===== src/rtl/tracker_pkg.sv =====
// Shared types and sizing helpers for the zone blob tracker.
package tracker_pkg;

  typedef enum logic [1:0] {
    ACCUM  = 2'd0,
    SCAN   = 2'd1,
    UPDATE = 2'd2
  } tracker_state_t;

  localparam int unsigned DEF_NUM_ZONES = 5;
  localparam int unsigned DIR_LEFT      = 0;
  localparam int unsigned DIR_CENTRE    = DEF_NUM_ZONES / 2;

  // Index width that stays at least one bit for degenerate sizes.
  function automatic int unsigned idx_w(input int unsigned n);
    return (n > 1) ? $clog2(n) : 1;
  endfunction

  function automatic int unsigned zone_px(input int unsigned h_active, input int unsigned num_zones);
    return h_active / num_zones;
  endfunction

endpackage


===== src/rtl/zone_counter_bank.sv =====
// Bank of saturating per-zone hit counters with indexed increment, sync clear and indexed read.
module zone_counter_bank #(
  parameter int unsigned NUM_ZONES = 5,
  parameter int unsigned CNT_W     = 17,
  parameter int unsigned IDX_W     = 3
) (
  input  logic             clk,
  input  logic             rst_n,
  input  logic             clr,
  input  logic             inc,
  input  logic [IDX_W-1:0] inc_idx,
  input  logic [IDX_W-1:0] rd_idx,
  output logic [CNT_W-1:0] rd_cnt_c
);

  logic [CNT_W-1:0] cnt [NUM_ZONES];

  always_ff @(posedge clk or negedge rst_n) begin
    if (!rst_n) begin
      for (int unsigned z = 0; z < NUM_ZONES; z++) cnt[z] <= '0;
    end else if (clr) begin
      for (int unsigned z = 0; z < NUM_ZONES; z++) cnt[z] <= '0;
    end else begin
      for (int unsigned z = 0; z < NUM_ZONES; z++) begin
        if (inc && (inc_idx == IDX_W'(z)) && (cnt[z] != '1)) cnt[z] <= cnt[z] + 1'b1;
      end
    end
  end

  assign rd_cnt_c = cnt[rd_idx];

endmodule


===== src/rtl/zone_blob_tracker.sv =====
// Per-frame colour-blob tracker: counts class hits per vertical strip, reports the strongest strip.
// Optional multi-frame persistence filter enabled by defining ZONE_TRACKER_PERSIST_EN.
module zone_blob_tracker
  import tracker_pkg::*;
#(
  parameter int unsigned H_ACTIVE    = 640,
  parameter int unsigned NUM_ZONES   = 5,
  parameter int unsigned NUM_CLASSES = 2,
  parameter int unsigned CNT_W       = 17,
  parameter int unsigned MIN_PIXELS  = 200,
  parameter int unsigned PERSIST     = 3
) (
  input  logic                          clk,
  input  logic                          rst_n,
  input  logic                          pix_valid,
  input  logic                          vsync,
  input  logic [NUM_CLASSES-1:0]        class_hit,
  input  logic [idx_w(NUM_CLASSES)-1:0] sel_class,
  output logic [idx_w(NUM_ZONES)-1:0]   direction,
  output logic                          detected,
  output logic [CNT_W-1:0]              best_count,
  output logic                          frame_done
);

  localparam int unsigned ZONE_PX = zone_px(H_ACTIVE, NUM_ZONES);
  localparam int unsigned ZI_W    = idx_w(NUM_ZONES);
  localparam int unsigned PX_W    = idx_w(ZONE_PX);
  localparam int unsigned SEL_W   = idx_w(NUM_CLASSES);

  if (NUM_ZONES < 2 || PERSIST < 1) begin : g_bad_params
    $error("zone_blob_tracker: NUM_ZONES must be >= 2 and PERSIST >= 1");
  end

  tracker_state_t   state, state_next;
  logic             vsync_q;
  logic [PX_W-1:0]  px;
  logic [ZI_W-1:0]  zn;
  logic [SEL_W-1:0] sel_q;
  logic [ZI_W-1:0]  scan_idx;
  logic [CNT_W-1:0] max_cnt;
  logic [ZI_W-1:0]  max_idx;
  logic [CNT_W-1:0] rd_cnt_c;
  logic             inc_c, clr_c, frame_edge_c, cand_ok_c;

  assign frame_edge_c = !vsync && vsync_q;
  assign cand_ok_c    = 32'(max_cnt) >= 32'(MIN_PIXELS);

  zone_counter_bank #(
    .NUM_ZONES (NUM_ZONES),
    .CNT_W     (CNT_W),
    .IDX_W     (ZI_W)
  ) u_bank (
    .clk      (clk),
    .rst_n    (rst_n),
    .clr      (clr_c),
    .inc      (inc_c),
    .inc_idx  (zn),
    .rd_idx   (scan_idx),
    .rd_cnt_c (rd_cnt_c)
  );

  always_ff @(posedge clk or negedge rst_n) begin : p_state
    if (!rst_n) state <= ACCUM;
    else        state <= state_next;
  end

  always_comb begin : p_next
    state_next = state;
    inc_c      = 1'b0;
    clr_c      = 1'b0;
    case (state)
      ACCUM: begin
        inc_c = pix_valid && class_hit[sel_q];
        if (frame_edge_c) state_next = SCAN;
      end
      SCAN:   if (scan_idx == ZI_W'(NUM_ZONES - 1)) state_next = UPDATE;
      UPDATE: begin
        clr_c      = 1'b1;
        state_next = ACCUM;
      end
      default: state_next = ACCUM;
    endcase
  end

`ifdef ZONE_TRACKER_PERSIST_EN
  localparam int unsigned AG_W = idx_w(PERSIST + 1);

  logic [AG_W-1:0] agree_cnt, agree_next_c;
  logic [ZI_W-1:0] cand_zone;
  logic            cand_valid, same_c;

  // Two invalid candidates agree regardless of which strip happened to be largest.
  always_comb begin : p_agree
    same_c       = (cand_ok_c == cand_valid) && (!cand_ok_c || (max_idx == cand_zone));
    agree_next_c = AG_W'(1);
    if (same_c) agree_next_c = (agree_cnt == AG_W'(PERSIST)) ? agree_cnt : agree_cnt + 1'b1;
  end
`endif

  always_ff @(posedge clk or negedge rst_n) begin : p_data
    if (!rst_n) begin
      vsync_q    <= 1'b0;
      px         <= '0;
      zn         <= '0;
      sel_q      <= '0;
      scan_idx   <= '0;
      max_cnt    <= '0;
      max_idx    <= '0;
      direction  <= ZI_W'(DIR_LEFT);
      detected   <= 1'b0;
      best_count <= '0;
      frame_done <= 1'b0;
`ifdef ZONE_TRACKER_PERSIST_EN
      agree_cnt  <= '0;
      cand_zone  <= '0;
      cand_valid <= 1'b0;
`endif
    end else begin
      vsync_q    <= vsync;
      frame_done <= (state == UPDATE);

      // Column-to-strip mapping; remainder pixels stay in the last strip.
      if (!pix_valid) begin
        px <= '0;
        zn <= '0;
      end else if (px == PX_W'(ZONE_PX - 1)) begin
        px <= '0;
        if (zn != ZI_W'(NUM_ZONES - 1)) zn <= zn + 1'b1;
      end else begin
        px <= px + 1'b1;
      end

      if (state == ACCUM && frame_edge_c) begin
        sel_q    <= sel_class;
        scan_idx <= '0;
        max_cnt  <= '0;
        max_idx  <= '0;
      end

      // Strict compare keeps the lowest index on ties.
      if (state == SCAN) begin
        scan_idx <= scan_idx + 1'b1;
        if (rd_cnt_c > max_cnt) begin
          max_cnt <= rd_cnt_c;
          max_idx <= scan_idx;
        end
      end

      if (state == UPDATE) begin
        best_count <= max_cnt;
`ifdef ZONE_TRACKER_PERSIST_EN
        agree_cnt  <= agree_next_c;
        cand_zone  <= max_idx;
        cand_valid <= cand_ok_c;
        if (agree_next_c == AG_W'(PERSIST)) begin
          detected <= cand_ok_c;
          if (cand_ok_c) direction <= max_idx;
        end
`else
        detected <= cand_ok_c;
        if (cand_ok_c) direction <= max_idx;
`endif
      end
    end
  end

endmodule


===== config.mk =====
export PLATFORM = sky130hd
export DESIGN_NAME = zone_blob_tracker
export DESIGN_NICKNAME = d
export VERILOG_FILES = /design/src/rtl/tracker_pkg.sv /design/src/rtl/zone_counter_bank.sv /design/src/rtl/zone_blob_tracker.sv
export SDC_FILE = /design/constraint.sdc
export NUM_CORES = 1
export LEC_CHECK = 0
export BUFFER_PORTS_ARGS = -buffer_cell sky130_fd_sc_hd__buf_4
export CAP_MARGIN = 10
export CORE_ASPECT_RATIO = 0.6
export CORE_MARGIN = 3
export CORE_UTILIZATION = 45
export CTS_CLUSTER_SIZE = 28
export DETAILED_ROUTE_END_ITERATION = 8
export GPL_ROUTABILITY_DRIVEN = 1
export GPL_TIMING_DRIVEN = 0
export SKIP_LAST_GASP = 1
export SYNTH_ARGS = -nofsm -noshare
export SYNTH_HDL_FRONTEND = slang
export SYNTH_SLANG_ARGS = --single-unit

===== constraint.sdc =====
create_clock -name clk -period 4.2 [get_ports clk]
set_input_delay 0.84 -clock clk [delete_from_list [all_inputs] [get_ports clk]]
set_output_delay 0.84 -clock clk [all_outputs]
set_load 0.1 [all_outputs]

==> impl_metrics.ini <==
[sta]
clock_skew_ns = 0.01577
layout_setup_ws_ns = 0.2476
hold_viol = 0
slew_headroom_pct = 23.10
fin_crit_sh_pct = 94.10
tns_ns = 0
fin_crit_ns = 3.952
tightest_slew_ns = 1.143
rsz0062_at_grt = no
clock.fmax_mhz = 253.0
setup_viol = 0
report.final.slew_viol_count = 0

[logic_synthesis]
synth_compound_area_share_pct = 6.974
ys_top_cells_by_count = dfrtp_1, nor2_1, nand2_1
synth_edf_count = 0
synth_top_family_by_area = simple AND/OR/NAND/NOR gates
syn_area_per_cell_um2 = 10.06
syn-cell-area_mm2 = 0.007679
synth-xor-area-share_pct = 7.414
synth_top_area_share_pct = 46.93
synth-async-reset-ratio_pct = 100.0
ys_ff_latch = 144
synthSimpleGateAreaFrac_pct = 20.30
synth_seq_area_share_pct = 46.93
synth_area_leaders = dfrtp_1, ha_1, xor2_1
synth_mux_area_share_pct = 9.223
synth_most_common_cell = dfrtp_1
synthCells = 763
synth_top_area_cell = dfrtp_1
synth_flop_cell = dfrtp_1
yosysWarnings = 0
synth_nets = 805
synth.distinct_cells = 47
synth_fa_ha_area_share_pct = 5.703

[clock_network]
numCtsBuffers = 17
clock-sinks = 144
cts_max_level = 4
clkTransAtPathRegs_ns = 0.06
cts_tree = done
insertion_delay_ns = 0.43
clock_path_buffers = 2
clock_tree.root_cell = clkbuf_16
cts_setup_buffers = 0

[floorplanning]
die_area_mm2 = 0.01872
die_x_um = 174.6
rows = 36
ios = 29
coreArea_mm2 = 0.01649
die_h_um = 107.2
start_util_pct = 46.58

[detailed_routing]
drt-initial-drc-count = 676
vias = 5866
route.detailed.drc = 0
wl_per_cell_um = 18.82
wl_um = 19810
vias_per_cell = 5.571
antenna_left = 0
first_pass_iters = 5

[cells_and_area]
layout-drive-gt1-share_pct = 13.70
final_nets = 854
diodes = 0
stdcell_area_mm2 = 0.008787
area_growth_pct = 14.44

[job]
drv_cap = 0

[power]
ir_worst_vdd_mv = 0.3228
power.density_mw_per_mm2 = 489.1
leakagePower_uw = 0.004018

[setup_path]
r2r_slack_ns = 0.25
critPathSlowestCell = clkbuf_1
max_stage_delay_ns = 0.53
worstPathCellList = clkbuf_1, clkbuf_2, mux4_2, a22o_1, ha_1, nand4_1, nor2_1, o21ai_0, a21oi_1, buf_2, mux2_2
cp-start-kind = flip-flop
crit_type = flip-flop to flip-flop
crit_arrival_ns = 4.26
r2r_start = scan_idx[1]
end_kind = flip-flop
cp-startpoint = scan_idx[1]
worst-path-max-fanout = 10
crit_required_ns = 4.51

[global_routing]
grt_pass1_wl_um = 31870
grt.total_usage_pct = 22.12
overflow = 0
grt_max_degree = 75
grt_antenna_before_repair = 1
grt_pass1_vias = 5716

[placed_design]
hpwl_um = 14790
post_dp_cell_area_mm2 = 0.008210
globalplace.congestion = 0.8911
dp_slack_ns = -0.1863
port_buffers = 28

[worst_hold_path]
hold_class = input port to asynchronous set/reset pin

[outcome]
status = finished clean
==> final timing paths <==
| path | depth (start not counted) | to |
|---|---|---|
| max reg2reg | 11 | max_cnt[11] |
| min reg2reg | 1 | px[0] |
| max | 11 | max_cnt[11] |
| min | 1 | direction[2] |
| max in group asynchronous | 2 | u_bank.cnt[11] |
| min in group clk | 1 | px[0] |
==> flip-flops by register name (all words and copies together) (netlist names) <==
register,flops
scan_idx,3
vsync_q,1
max_cnt,17
max_idx,3
state,2
sel_q,1
u_bank.cnt,85
px,7
direction,3
best_count,17
frame_done,1
zn,3
detected,1
==> layout by cell type, fill, tap and decap left out, types with 28 or more instances in the layout <==
| master | n |
|---|---|
| inv_1 | 36 |
| buf_4 | 28 |
| nor2_1 | 86 |
| clkbuf_1 | 28 |
| nand2_1 | 80 |
| dfrtp_1 | 144 |
| nand3_1 | 40 |
| ha_1 | 35 |
| o21ai_0 | 40 |
| xor2_1 | 42 |
==> area by class of cell <==
type | count | area, um^2
plain buffers | 33 | 135.1
inverters | 36 | 135.1
clock buffers | 21 | 460.4
flip-flops and latches | 144 | 3603
clock inverters | 11 | 106.4
well taps | 228 | 285.3
repair buffers | 30 | 246.5
fillers | 1491 | 7699
multi-input cells | 550 | 3815
==> worst max-delay path, delay by kind of cell (launching register included) <==
kind,cells,cell delay [ns]
AOI/OAI and AO/OA,3,0.60
DFF,1,0.35
adders and majority gates,1,0.33
and+or+nand+nor,2,0.47
buffers and inverters,3,1.33
muxes,2,0.76
==> where the power goes <==
part           switching [uW]  internal [uW]
logic                     850            399
registers                87.6           1490
clock network             619            851
==> logic make-up (layout without fill, tap and decap cells) <==
group,count (synthesis),in the layout
AO/OA/AOI/OAI,89,89
XOR/XNOR,65,65
adder cells (fa/ha/maj),35,35
buffers and inverters,69,131
flip-flops,144,144
multiplexers,48,48
AND/OR/NAND/NOR,313,313
==> through the flow <==
stage / hold WS [ns] / utilization [%] / power [uW] / cells
finish: 0.4180 / 53.30 / 4298 / 1053
global route: 0.4995 / 53.30 / 4506 / 1053
CTS: 0.4783 / 53.26 / 4315 / 1053
detailed placement: 0.4721 / 49.80 / 2829 / 1021
global placement: 0.4573 / 49.58 / 2803 / 1019
floorplan: 0.4311 / - / 2480 / 763
==> layer usage <==
layer	GRT usage [%]	vias to the layer above	part of all wire, %
met5	0	-	0
met4	5.119	0	0.86
met3	4.742	21	6.2
met2	29.41	189	39
met1	36.01	2914	54
li1	-	2742	-
==> repair_timing <==
| item | 4_1_cts | 5_1_grt |
|---|---|---|
| hold buffers | 0 | 0 |
| endpoints found under the setup margin | 20 | 20 |
| gates resized for setup | 2 | 4 |
| pin swaps | 0 | 0 |
Power figures use the tool's default switching activity.
